--- config.mk ---
export PLATFORM = sky130hd
export DESIGN_NAME = uart_rx
export DESIGN_NICKNAME = d
export VERILOG_FILES = /design/src/rtl/uart_rx.sv
export SDC_FILE = /design/constraint.sdc
export NUM_CORES = 1
export LEC_CHECK = 0
export CORE_UTILIZATION = 47
export CTS_BUF_LIST = sky130_fd_sc_hd__clkbuf_4 sky130_fd_sc_hd__clkbuf_8
export DETAILED_ROUTE_END_ITERATION = 7
export PLACE_DENSITY = 0.73
export REMOVE_ABC_BUFFERS = 1
export SLEW_MARGIN = 10
export SYNTH_ARGS = -nofsm -noshare
export SYNTH_HDL_FRONTEND = slang
export SYNTH_SLANG_ARGS = --single-unit
--- constraint.sdc ---
create_clock -name clk -period 2.2 [get_ports clk]
set_clock_uncertainty 0.05 [all_clocks]
set_input_delay 0.33 -clock clk [delete_from_list [all_inputs] [get_ports clk]]
set_output_delay 0.33 -clock clk [all_outputs]
set_load 0.02 [all_outputs]
--- src/rtl/uart_rx.sv ---
// UART receiver: 2-flop synchronised line, mid-bit sampling, valid/ready output with framing/overrun flags.
// Optional even parity bit after the data bits when UART_RX_PARITY_EN is defined (adds parity_error).
module uart_rx #(
  parameter int CLK_FREQUENCY = 100_000_000,
  parameter int BAUD_RATE     = 115_200,
  parameter int DATA_BITS     = 8
) (
  input  logic                 clk,
  input  logic                 rst,
  input  logic                 rx_serial,
  output logic [DATA_BITS-1:0] rx_data,
  output logic                 rx_valid,
  input  logic                 rx_ready,
  output logic                 frame_error,
  output logic                 overrun
`ifdef UART_RX_PARITY_EN
  ,
  output logic                 parity_error
`endif
);

  localparam int DIV  = CLK_FREQUENCY / BAUD_RATE;
  localparam int HALF = DIV / 2;
  localparam int CW   = $clog2(DIV) + 1;
  localparam int BW   = $clog2(DATA_BITS + 1);

  localparam logic [CW-1:0] CNT_ZERO  = '0;
  localparam logic [CW-1:0] CNT_ONE   = {{(CW-1){1'b0}}, 1'b1};
  localparam logic [CW-1:0] DIV_LAST  = CW'(DIV - 1);
  localparam logic [CW-1:0] HALF_LAST = CW'(HALF - 1);
  localparam logic [BW-1:0] BIT_ZERO  = '0;
  localparam logic [BW-1:0] BIT_ONE   = {{(BW-1){1'b0}}, 1'b1};
  localparam logic [BW-1:0] BIT_LAST  = BW'(DATA_BITS - 1);

  typedef enum logic [2:0] {
    IDLE,
    START,
    DATA,
`ifdef UART_RX_PARITY_EN
    PARITY,
`endif
    STOP,
    WAIT_IDLE
  } state_t;

  state_t               state_reg;
  logic [CW-1:0]        cnt_reg;
  logic [BW-1:0]        bit_idx_reg;
  logic [1:0]           sync_reg;
  logic [DATA_BITS-1:0] shift_reg;
  logic                 commit_reg;
  logic                 rx_s;
  logic                 data_sample;
`ifdef UART_RX_PARITY_EN
  logic                 parity_bit_reg;
  logic                 perr_pend_reg;
`endif

  assign rx_s        = sync_reg[1];
  assign data_sample = (state_reg == DATA) && (cnt_reg == DIV_LAST);

  always_ff @(posedge clk) begin
    if (rst) begin
      sync_reg <= 2'b11;
    end else begin
      sync_reg <= {sync_reg[0], rx_serial};
    end
  end

  // Each data bit captures the synchronised line on its own mid-bit strobe.
  for (genvar gi = 0; gi < DATA_BITS; gi++) begin : g_shift
    always_ff @(posedge clk) begin
      if (rst) begin
        shift_reg[gi] <= 1'b0;
      end else if (data_sample && (bit_idx_reg == BW'(gi))) begin
        shift_reg[gi] <= rx_s;
      end
    end
  end

  always_ff @(posedge clk) begin
    if (rst) begin
      state_reg      <= IDLE;
      cnt_reg        <= CNT_ZERO;
      bit_idx_reg    <= BIT_ZERO;
      rx_data        <= '0;
      rx_valid       <= 1'b0;
      frame_error    <= 1'b0;
      overrun        <= 1'b0;
      commit_reg     <= 1'b0;
`ifdef UART_RX_PARITY_EN
      parity_bit_reg <= 1'b0;
      perr_pend_reg  <= 1'b0;
      parity_error   <= 1'b0;
`endif
    end else begin
      frame_error <= 1'b0;
      overrun     <= 1'b0;
      commit_reg  <= 1'b0;
`ifdef UART_RX_PARITY_EN
      perr_pend_reg <= 1'b0;
      parity_error  <= perr_pend_reg;
`endif

      // A word that completes during an accept replaces the accepted one.
      if (commit_reg) begin
        if (!rx_valid || rx_ready) begin
          rx_data  <= shift_reg;
          rx_valid <= 1'b1;
        end else begin
          overrun <= 1'b1;
        end
      end else if (rx_valid && rx_ready) begin
        rx_valid <= 1'b0;
      end

      case (state_reg)
        IDLE: begin
          if (!rx_s) begin
            state_reg <= START;
            cnt_reg   <= CNT_ZERO;
          end
        end
        START: begin
          if (cnt_reg == HALF_LAST) begin
            cnt_reg     <= CNT_ZERO;
            bit_idx_reg <= BIT_ZERO;
            state_reg   <= rx_s ? IDLE : DATA;
          end else begin
            cnt_reg <= cnt_reg + CNT_ONE;
          end
        end
        DATA: begin
          if (cnt_reg == DIV_LAST) begin
            cnt_reg <= CNT_ZERO;
            if (bit_idx_reg == BIT_LAST) begin
`ifdef UART_RX_PARITY_EN
              state_reg <= PARITY;
`else
              state_reg <= STOP;
`endif
            end else begin
              bit_idx_reg <= bit_idx_reg + BIT_ONE;
            end
          end else begin
            cnt_reg <= cnt_reg + CNT_ONE;
          end
        end
`ifdef UART_RX_PARITY_EN
        PARITY: begin
          if (cnt_reg == DIV_LAST) begin
            cnt_reg        <= CNT_ZERO;
            parity_bit_reg <= rx_s;
            state_reg      <= STOP;
          end else begin
            cnt_reg <= cnt_reg + CNT_ONE;
          end
        end
`endif
        STOP: begin
          if (cnt_reg == DIV_LAST) begin
            cnt_reg <= CNT_ZERO;
            if (rx_s) begin
`ifdef UART_RX_PARITY_EN
              if (^{shift_reg, parity_bit_reg}) begin
                perr_pend_reg <= 1'b1;
              end else begin
                commit_reg <= 1'b1;
              end
`else
              commit_reg <= 1'b1;
`endif
              state_reg <= IDLE;
            end else begin
              frame_error <= 1'b1;
              state_reg   <= WAIT_IDLE;
            end
          end else begin
            cnt_reg <= cnt_reg + CNT_ONE;
          end
        end
        WAIT_IDLE: begin
          if (rx_s) begin
            state_reg <= IDLE;
          end
        end
        default: begin
          state_reg <= IDLE;
        end
      endcase
    end
  end

endmodule

==> results.tsv, run 1 <==
stage	metric	value	unit
die	die height	65.7	um
logic_synthesis	Ys Warns	0	
route	routed via count	1587	
global_route	GRT Total Usage	20.1	%
global_route	largest net degree at the start of global routing	25	
die	Die Footprint	4320	sq um
worst_setup_path	Reg2Reg Depth	5	
clock_network	CTS root buf	clkbuf_8	
worst_setup_path	worst path arrival time	2190	ps
sta	Max transition margin	49.0	%
logic_synthesis	post-synth top area share	42.0	%
route	1st-iter DRT viols	92	
worst_hold_path	HP Class	register to register	
route	vias per inst	5.53	
run	max_cap viols	0	
global_route	total gr overflow	0	
logic_synthesis	Unique masters post-synth	46	
placed_design	IO buf count	14	
sta	Final setup viols	0	
worst_setup_path	Buf+Inv Stages, Crit Path	0	
final_layout	max reg flops	11	
power_and_ir_drop	Leakage	0.915	nW
logic_synthesis	Yosys top cell by area	dfxtp_1	
worst_setup_path	Critical Path End Type	register	
die	Die Wd	65.7	um
logic_synthesis	Mapped Area	1910	sq um
placed_design	detailed placer's ending HPWL	2.67	mm
die	I/O pin count	15	
clock_network	CTS buffer count	5	
worst_setup_path	r2r startpoint	cnt_reg[7]	
global_route	initial antenna violation count	0	
global_route	vias in the first global route	1410	
sta	fin crit share	93.3	%
power_and_ir_drop	Peak VDD IR	0.000316	V
worst_setup_path	WS Path Type	register to register	
clock_network	register clock-pin slew on the reported worst setup and hold paths	80	ps
final_layout	Multi-input gate area	1040	sq um
clock_network	# clock sinks	40	
clock_network	later-pin clock latency in the skew report	300	ps
sta	worst-margin pin slew	762	ps
clock_network	H-tree depth	2	
worst_setup_path	crit start category	register	
clock_network	Clock Path Buffers	2	
worst_hold_path	Worst Hold End	sync_reg[1]	
outcome	status	complete, no violations	
die	starting density of the core	50.6	%
worst_setup_path	WP data required	2340	ps
sta	max frequency	487	MHz
final_layout	fraction of layout cells with a size suffix above 1	11.3	%
worst_setup_path	worst-path cell chain	or3b_1 -> nor4b_1 -> o21ai_1 -> o211ai_1 -> o31ai_2	
worst_setup_path	flop-to-flop setup slack	150	ps
final_layout	Util after Layout	60.1	%
worst_setup_path	FF-to-FF End	bit_idx_reg[3]	
route	drt wl/cell	13.3	um
logic_synthesis	Syn Area/Cell	8.71	sq um
worst_setup_path	CP top delay family	simple AND/OR/NAND/NOR gates	
sta	minimum clock period	2050	ps
final_layout	Antenna diodes	0	
final_layout	# fillers	327	
route	Routed Antenna Nets	0	
placed_design	placer congestion estimate	0.823	
route	First-pass DRT Iterations	4	
power_and_ir_drop	P per Cell Area	655	nW/um^2
final_layout	Final nets	249	
final_layout	sequential cell area	801	sq um
worst_setup_path	slowest CP cell	nor4b_1	
worst_setup_path	Critical Path Max Stage Delay	490	ps
worst_hold_path	Hold Crit Start	sync_reg[0]	
worst_setup_path	WP depth	5	
worst_hold_path	Cells on Worst Hold Path	1	
sta	Fin. Hold Viols	0	
route	final wirelength	3.81	mm
sta	RSZ-0062 raised after global routing	false	
logic_synthesis	Syn Inst Count	219	
clock_network	CTS tree	done	
logic_synthesis	Synth area leaders	dfxtp_1 (42%), mux2i_1 (8.9%), nand3_1 (5.2%)	
sta	fin. max-slew vios	0	
sta	Setup TNS Final	0	ps
die	row count	22	
final_layout	Syn-to-layout area delta	18.7	%
logic_synthesis	post-synthesis sequential area ratio	42.0	%
power_and_ir_drop	Final Power	0.00148	W
worst_setup_path	maximum fanout along the worst path	7	
route	# DRC	0	
global_route	first-pass GRT wire length	6.56	mm
die	Std-Cell Core Area	3770	sq um
logic_synthesis	register bit total from synthesis	40	
[kinds of logic after synthesis]
group / after synthesis / share of synthesized area [%]
XOR/XNOR: 1 / 0.459
buffers and inverters: 18 / 4.00
multiplexers: 19 / 10.1
adder cells (fa/ha/maj): 6 / 3.93
flip-flops: 40 / 42.0
AO/OA/AOI/OAI: 27 / 9.18
AND/OR/NAND/NOR: 108 / 30.4
[how the worst max path moves through the flow]
stage                  from              to  slack, ps
2_1_floorplan  state_reg[1]  bit_idx_reg[3]        280
3_3_place_gp     cnt_reg[7]  bit_idx_reg[3]        270
3_5_place_dp     cnt_reg[7]  bit_idx_reg[3]        240
6_report         cnt_reg[7]  bit_idx_reg[3]        150
5_1_grt          cnt_reg[7]  bit_idx_reg[3]         20
4_1_cts        state_reg[1]  bit_idx_reg[3]        100
[placed cells by master (no fill, tap or decap), types with 3 or more instances in the layout]
cell type,instances
a21oi_1,5
o311ai_0,3
o21ai_0,6
buf_4,9
or2_2,3
o21ai_1,3
a31oi_1,3
and3_1,3
dfxtp_1,40
ha_1,6
inv_1,8
nand2_1,21
clkbuf_8,5
nor2_1,25
mux2i_1,17
clkdlybuf4s50_1,14
nand4_1,7
nand3_1,20
nor3_1,6
[final cells by class]
class,count,area share [%]
multi-input cells,161,45.8
flip-flops and latches,40,35.4
repair buffers,23,9.17
clock buffers,5,3.04
clock inverters,2,2.65
well taps,48,2.65
inverters,8,1.33
[worst reg2reg max path: stages, from the launching register on]
cell and delay (ps):
dfxtp_1 440, or3b_1 390, nor4b_1 490, o21ai_1 220
o211ai_1 270, o31ai_2 90
[layer usage]
layer	GRT usage [%]	share of wire (%)
met1	27.3	50
met3	5.73	4.4
met4	9.24	1.7
met2	29.0	44
met5	0	0
[what timing repair did]
action                     in CTS  in global routing
resized for setup               0                  1
setup buffers                   0                  0
hold buffers                    0                  0
setup endpoints to repair       0                  2
[Yosys cell counts (all sizes together)]
cell,instances
nor3,6
dfxtp,40
or4,1
nand4,7
nor3b,1
and3b,1
o311ai,3
nor4b,2
o31ai,1
nand2,21
a21oi,5
or4b,1
ha,6
nand4bb,1
o21a,1
o21ai,10
or3,2
nand3,20
o211ai,2
and3,4
nand4b,2
a31oi,3
xnor2,1
nand2b,1
or2,3
a211oi,1
o2111ai,1
inv,8
nor2,25
mux2,2
nor4,3
and2,2
or3b,2
and4,1
clkbuf,7
mux2i,17
buf,3
nor2b,2
[per-stage QoR]
step | hold slack [ps] | instances | worst slack (ps) | cell area [sq um]
floorplan | 339 | 209 | 285 | 1860
global placement | 344 | 280 | 274 | 2130
detailed placement | 348 | 280 | 242 | 2130
CTS | 366 | 287 | 101 | 2260
global route | 375 | 287 | 23.4 | 2260
finish | 361 | 287 | 147 | 2260
[power by group]
| part | leakage (nW) | total, W | switching, W | internal (W) |
|---|---|---|---|---|
| clock network | 0.0642 | 0.000701 | 0.000254 | 0.000446 |
| logic | 0.528 | 0.0000518 | 0.0000317 | 0.0000201 |
| registers | 0.323 | 0.000732 | 0.00000397 | 0.000728 |
| total | 0.915 | 0.00148 | 0.000290 | 0.00119 |
(Power assumes the default switching activity.)
==> run 2, diff against run 1 <==
- CORE_MARGIN: not set -> 10
- SLEW_MARGIN: 10 -> 20
==> results.tsv, run 2 (synthesized netlist as in run 1, its figures left out) <==
stage	metric	value	unit
route	metal3 WL	192	um
worst_setup_path	WP data required	2330	ps
sta	minimum clock period	1970	ps
final_layout	commonest non-fill, non-tap cell in the layout	dfxtp_1	
worst_setup_path	Critical Path End Type	register	
final_layout	final cell count without fillers	292	
worst_setup_path	FF-to-FF End	bit_idx_reg[3]	
sta	Max transition margin	51.2	%
worst_setup_path	maximum fanout along the worst path	8	
worst_hold_path	HP Class	register to register	
route	1st-iter DRT viols	102	
sta	fin crit share	89.5	%
outcome	status	complete, no violations	
worst_setup_path	CP top delay family	simple AND/OR/NAND/NOR gates	
final_layout	sequential cell area	801	sq um
sta	Setup TNS Final	0	ps
worst_setup_path	flop-to-flop setup slack	230	ps
clock_network	# clock sinks	40	
sta	final worst setup slack	232	ps
final_layout	max reg flops	11	
die	starting density of the core	48.0	%
worst_setup_path	r2r startpoint	state_reg[1]	
placed_design	Placed Cells	284	
clock_network	post-cts gate resize count	0	
worst_setup_path	CP startpoint	state_reg[1]	
final_layout	# fillers	393	
placed_design	placer congestion estimate	0.844	
global_route	total gr overflow	0	
die	row count	23	
global_route	GRT Total Usage	11.3	%
worst_setup_path	Buf+Inv Stages, Crit Path	0	
final_layout	Final nets	251	
worst_setup_path	Critical Path Max Stage Delay	530	ps
clock_network	register clock-pin slew on the reported worst setup and hold paths	80	ps
final_layout	Multi-input gate area	1030	sq um
route	# DRC	0	
route	Routed Antenna Nets	0	
sta	WHS	365	ps
power_and_ir_drop	Final Power	0.00142	W
clock_network	later-pin clock latency in the skew report	290	ps
sta	fin. max-slew vios	0	
route	vias per inst	5.65	
die	Die Footprint	7010	sq um
sta	max frequency	508	MHz
final_layout	Antenna diodes	0	
sta	Fin. Hold Viols	0	
power_and_ir_drop	Leakage	0.923	nW
worst_setup_path	Reg2Reg Depth	5	
route	drt wl/cell	13.4	um
global_route	initial antenna violation count	0	
clock_network	CTS buffer count	5	
worst_setup_path	WP depth	5	
die	I/O pin count	15	
clock_network	H-tree depth	2	
sta	Final setup viols	0	
worst_setup_path	worst path arrival time	2100	ps
clock_network	postcts setup bufs	0	
route	WL met1	1.78	mm
die	die height	83.7	um
power_and_ir_drop	Peak VDD IR	0.000325	V
route	routed via count	1651	
global_route	vias in the first global route	1558	
clock_network	Clock Path Buffers	2	
worst_setup_path	slowest CP cell	or3b_2	
clock_network	CTS root buf	clkbuf_8	
route	final wirelength	3.92	mm
power_and_ir_drop	P per Cell Area	624	nW/um^2
route	First-pass DRT Iterations	4	
final_layout	Syn-to-layout area delta	18.9	%
sta	worst-margin pin slew	729	ps
route	DR WL met2	1.88	mm
worst_setup_path	Critical Path Sink	bit_idx_reg[3]	
die	Die Wd	83.7	um
placed_design	Setup WS pre-CTS	247	ps
die	Std-Cell Core Area	3970	sq um
worst_setup_path	crit start category	register	
placed_design	IO buf count	14	
worst_setup_path	worst-path cell chain	or3b_2 -> nor4_1 -> o21ai_1 -> o211ai_1 -> o31ai_2	
final_layout	most frequent cells in the layout	dfxtp_1 (40), nor2_1 (25), nand2_1 (21)	
sta	RSZ-0062 raised after global routing	false	
route	top routing layer used	met4	
global_route	first-pass GRT wire length	6.91	mm
final_layout	fraction of layout cells with a size suffix above 1	12.0	%
clock_network	Hold-fix buffers, CTS	0	
global_route	largest net degree at the start of global routing	25	
worst_setup_path	WS Path Type	register to register	
placed_design	detailed placer's ending HPWL	2.81	mm
run	max_cap viols	0	
clock_network	CTS tree	done	
[run 2: cell count changes in the layout (fill, tap and decap cells not counted)]
| cell | delta |
|---|---|
| nor4_1 | +1 |
| nor4_2 | -1 |
| buf_4 | +2 |
| clkinv_4 | +1 |
| clkbuf_8 | +1 |
| bufinv_16 | -1 |
[run 2: worst min-delay path by stage]
stage,startpoint,endpoint,slack (ps),cells past startpoint
6_report,sync_reg[0],sync_reg[1],360,1
5_1_grt,sync_reg[0],sync_reg[1],380,1
4_1_cts,sync_reg[0],sync_reg[1],370,1
3_5_place_dp,sync_reg[0],sync_reg[1],350,1
3_3_place_gp,sync_reg[0],sync_reg[1],350,1
2_1_floorplan,sync_reg[0],sync_reg[1],340,1
[run 2: layer usage]
layer	vias up	global-route usage, %
met2	30	19.3
met1	789	12.8
met4	0	3.96
li1	825	-
met3	7	3.61
met5	-	0
[run 2: per-stage QoR]
| stage | cell area (sq um) | util [%] |
|---|---|---|
| after floorplan | 1860 | - |
| after global placement | 2150 | 54.1 |
| after detailed placement | 2150 | 54.1 |
| after CTS | 2270 | 57.1 |
| after global routing | 2270 | 57.1 |
| final | 2270 | 57.1 |
[run 2: power breakdown]
group	switching, W	internal [W]
Combinational	0.0000304	0.0000199
Clock	0.000261	0.000371
Sequential	0.00000590	0.000727
Total	0.000298	0.00112
[run 2: area by class of cell]
cell class	count	area share, %
Sequential cell	40	35.3
Clock inverter	2	1.71
Tap cell	50	2.76
Inverter	8	1.32
Multi-Input combinational cell	161	45.4
Clock buffer	6	3.64
Timing Repair Buffer	25	9.82
[run 2: worst reg2reg max path, cell delays in order, from the launching register on]
cell and delay (ps):
dfxtp_1 440, or3b_2 530, nor4_1 330, o21ai_1 190, o211ai_1 230, o31ai_2 90
==> run 3, diff against run 2 <==
- clock period: 2.2 -> 2.1 ns (I/O delays scaled with it)
==> results.tsv, run 3 (synthesized netlist as in run 1, its figures left out) <==
stage	metric	value	unit
route	Routed Antenna Nets	0	
worst_setup_path	slowest CP cell	or4b_4	
placed_design	placer congestion estimate	0.843	
worst_setup_path	maximum fanout along the worst path	10	
route	drt wl/cell	13.3	um
sta	fin. max-slew vios	0	
die	Die Wd	83.7	um
global_route	first-pass GRT wire length	7.18	mm
die	I/O pin count	15	
final_layout	final cell count without fillers	292	
power_and_ir_drop	Clock Power Share	43.4	%
global_route	total gr overflow	0	
power_and_ir_drop	Sequential Power Share	53.0	%
run	max_cap viols	0	
die	starting density of the core	48.0	%
worst_setup_path	WS Path Type	register to register	
final_layout	most frequent cells in the layout	dfxtp_1 (40), nor2_1 (25), nand2_1 (21)	
die	Die Footprint	7010	sq um
clock_network	# clock sinks	40	
global_route	vias in the first global route	1598	
sta	worst-margin pin slew	782	ps
worst_hold_path	HP Class	register to register	
worst_setup_path	WP data required	2240	ps
final_layout	# fillers	353	
worst_setup_path	Critical Path End Type	register	
final_layout	Syn-to-layout area delta	19.0	%
final_layout	fraction of layout cells with a size suffix above 1	12.8	%
placed_design	IO buf count	14	
placed_design	Placed Cells	284	
clock_network	H-tree depth	2	
route	First-pass DRT Iterations	4	
clock_network	CTS root buf	clkbuf_8	
route	vias per inst	5.47	
final_layout	Final nets	251	
worst_setup_path	crit start category	register	
final_layout	commonest non-fill, non-tap cell in the layout	dfxtp_1	
worst_setup_path	worst-path cell chain	or4b_4 -> nor4_4 -> buf_4 -> nand3_1 -> mux2i_1 -> nor2_1	
sta	Final setup viols	0	
sta	fin crit share	91.0	%
route	# DRC	0	
worst_setup_path	worst path arrival time	2050	ps
global_route	GRT Total Usage	11.9	%
power_and_ir_drop	switching power	0.000301	W
power_and_ir_drop	Leakage	0.920	nW
route	final wirelength	3.88	mm
die	die height	83.7	um
clock_network	postcts setup bufs	0	
power_and_ir_drop	Pint	0.00115	W
sta	RSZ-0062 raised after global routing	false	
sta	max frequency	523	MHz
die	row count	23	
power_and_ir_drop	logic gate share of total power	3.6	%
sta	Setup TNS Final	0	ps
sta	minimum clock period	1910	ps
global_route	largest net degree at the start of global routing	26	
power_and_ir_drop	Peak VDD IR	0.000480	V
clock_network	CTS tree	done	
final_layout	max reg flops	11	
worst_setup_path	Critical Path Max Stage Delay	530	ps
final_layout	Util after Layout	57.2	%
route	1st-iter DRT viols	87	
final_layout	Antenna diodes	0	
route	routed via count	1596	
power_and_ir_drop	Final Power	0.00145	W
clock_network	later-pin clock latency in the skew report	300	ps
clock_network	CTS buffer count	5	
clock_network	Clock Path Buffers	2	
global_route	initial antenna violation count	0	
clock_network	register clock-pin slew on the reported worst setup and hold paths	80	ps
outcome	status	complete, no violations	
die	Std-Cell Core Area	3970	sq um
sta	Fin. Hold Viols	0	
placed_design	detailed placer's ending HPWL	2.79	mm
power_and_ir_drop	P per Cell Area	638	nW/um^2
sta	Max transition margin	47.7	%
power_and_ir_drop	sw frac	20.7	%
[run 3: cell counts in the layout (fill, tap and decap cells not counted)]
Identical to the previous run, type by type.
[run 3: what timing repair did]
item,CTS,global route
resized for setup,0,2
hold buffers,0,0
setup endpoints to repair,0,2
[run 3: routing by layer]
metal  GRT usage, %  wire length [um]
met4           6.24                72
met3           3.52               178
met1           13.7              1800
met5              0                 0
met2           19.4              1830
[run 3: path summary, 6_finish.rpt]
kind | startpoint | endpoint | slack, ps | depth (start not counted)
worst min-delay path | sync_reg[0] | sync_reg[1] | 370 | 1
worst max-delay path | cnt_reg[8] | shift_reg[6] | 190 | 6
worst min register to register | sync_reg[0] | sync_reg[1] | 370 | 1
worst max register to register | cnt_reg[8] | shift_reg[6] | 190 | 6
[run 3: power groups by stage]
stage	combinational, W	sequential, W	clock (W)
2_1_floorplan	0.0000243	0.000786	0
3_3_place_gp	0.0000515	0.000785	0
3_5_place_dp	0.0000519	0.000786	0
4_1_cts	0.0000524	0.000768	0.000640
5_1_grt	0.0000596	0.000769	0.000670
6_report	0.0000520	0.000768	0.000629
[run 3: area by class of cell]
cell class                 instances  area [sq um]  share of cell area, %
clock inverter                     2          35.0                   1.54
clock buffer                       6          76.3                   3.36
multi-input combinational        161          1040                   46.0
sequential                        40           801                   35.3
timing repair buffer              25           223                   9.81
inverter                           8          30.0                   1.32
tap                               50          62.6                   2.75
[run 3: critical path, delay by kind of cell (launching register included)]
family	cells	cell delay [ps]
muxes	1	160
and+or+nand+nor	4	970
DFF	1	420
buffers and inverters	1	200
[run 3: stage by stage]
step           hold WS, ps  area (sq um)  setup WS [ps]
6_report               372          2270            190
5_1_grt                390          2270           11.2
4_1_cts                376          2260            133
3_5_place_dp           359          2150            146
3_3_place_gp           347          2150            198
2_1_floorplan          334          1860            185
==> variant: new RTL, flow settings as in run 1 <==
Set the parameter `DATA_BITS` to 4 (it was 8).
--- a/src/rtl/uart_rx.sv
+++ b/src/rtl/uart_rx.sv
@@ -5,3 +5,3 @@
   parameter int BAUD_RATE     = 115_200,
-  parameter int DATA_BITS     = 8
+  parameter int DATA_BITS     = 4
 ) (
Ports: changed (resized rx_data); port bits go from 15 to 11. No check against the original RTL was run, so the function may have changed too.
==> variant against run 1 <==
- final cell count shrank 14%
- core utilization shrank 3.4 points
- non-clock buffer count shrank 10
- area after synthesis shrank 10%
- routed wire length shrank 7.8%
- setup slack lost 0.058 ns
- design area shrank 15%
- sequential cell count shrank 9
Power is not compared: it rests on default switching activity, and its combinational part moved more than twofold at a synthesized area within 25%.
==> variant: results (changes against run 1) <==
status: completed
Post-DP Area: 0.001849 sq mm (-13%)
top cells by count, synth: dfxtp_1 (31), nor2_1 (15), a21oi_1 (11), mux2i_1 (11), nand2_1 (11)
Final WS setup: 0.08873 ns (-0.05839 ns)
WL per Instance: 14.28 um (+7.5%)
critical path class: reg2reg
Filler cells: 307 (-6.1%)
critical path's slowest cell: or4_4
Post-Synth XOR/XNOR Area: 0.005109 (+0.0005193)
post-synthesis mux area share: 0.09489 (-0.006093)
Skew-Pair Late Insertion Delay: 0.34 ns (+0.04 ns)
Worst Reg-to-Reg Cells: 5 (unchanged)
nets@finish: 210 (-16%)
pin count of the biggest net entering global routing: 24 (-4.0%)
PortBufs: 10 (-4)
hpwl dp: 2521 um (-5.4%)
Synth Area in Adders: 0.05109 (+0.01175)
Hold Slack: 0.3712 ns (+0.009988 ns)
Slew headroom: 0.5929 (+0.1031)
Synth Area in Compound Gates: 0.1453 (+0.05345)
Area contributors post-synth: dfxtp_1 (36%), mux2i_1 (6.4%), ha_1 (5.1%)
sequential element share of the synthesized area: 0.3620 (-0.05763)
gr usage total: 0.1995 (-0.001488)
fraction of layout cells with a size suffix above 1: 0.1550 (+0.04203)
pre-CTS WS: 0.1254 ns (-0.1168 ns)
vias in the first global route: 1420 (+0.71%)
Critical Path Start: cnt_reg[0]$_SDFFE_PP0P_
WHS Endpoint: sync_reg[1]$_SDFF_PP1_
slowest stage delay, CP: 0.53 ns (+0.04 ns)
gpl congestion: 0.8413 (+2.2%)
CP arrival: 2.30 ns (+0.11 ns)
initial DRC count: 46 (-50%)
via density per instance: 5.618 (+1.6%)
library cells used by synthesis: 53 (+15%)
Post-Place Cells: 238 (-15%)
clock-pin slew on the worst setup and hold paths: 0.10 ns (+0.02 ns)
setup slack, reg-to-reg: 0.09 ns (-0.06 ns)
Routed WL: 3514 um (-7.8%)
Root Driver: clkbuf_4
Syn Area/Cell: 9.118 sq um (+4.6%)
row cnt: 21 (-4.5%)
worst-path fanout max: 6 (-1)
R2R Path End: bit_idx_reg[2]$_SDFFE_PP0P_
[variant: cell count changes after synthesis, moves of 5 or more]
cell	before	now
mux2i_1	17	11
nand2b_1	1	6
dfxtp_1	40	31
nand2_1	21	11
nand3_1	20	6
a21oi_1	5	11
o22ai_1	0	5
nor2_1	25	15
[variant: layout make-up]
cell class / count / share of cell area
multi-input combinational: 140 / 0.5262
timing repair buffer: 13 / 0.06335
tap: 46 / 0.02973
inverter: 8 / 0.01551
clock inverter: 2 / 0.01810
clock buffer: 6 / 0.02650
sequential: 31 / 0.3206
[variant: routing by layer]
metal / wire length (um) / GRT usage / vias up
li1: - / - / 695
met1: 1557 / 0.2196 / 648
met2: 1749 / 0.3489 / 27
met3: 116 / 0.04380 / 12
met4: 90 / 0.1221 / 0
met5: 0 / 0 / -
[variant: power breakdown]
part           leakage, nW  internal, W  switching (W)  total, W
Clock               0.0482     0.000268       0.000205  0.000474
Combinational        0.383     0.000103       0.000144  0.000247
Sequential           0.250     0.000580      0.0000286  0.000608
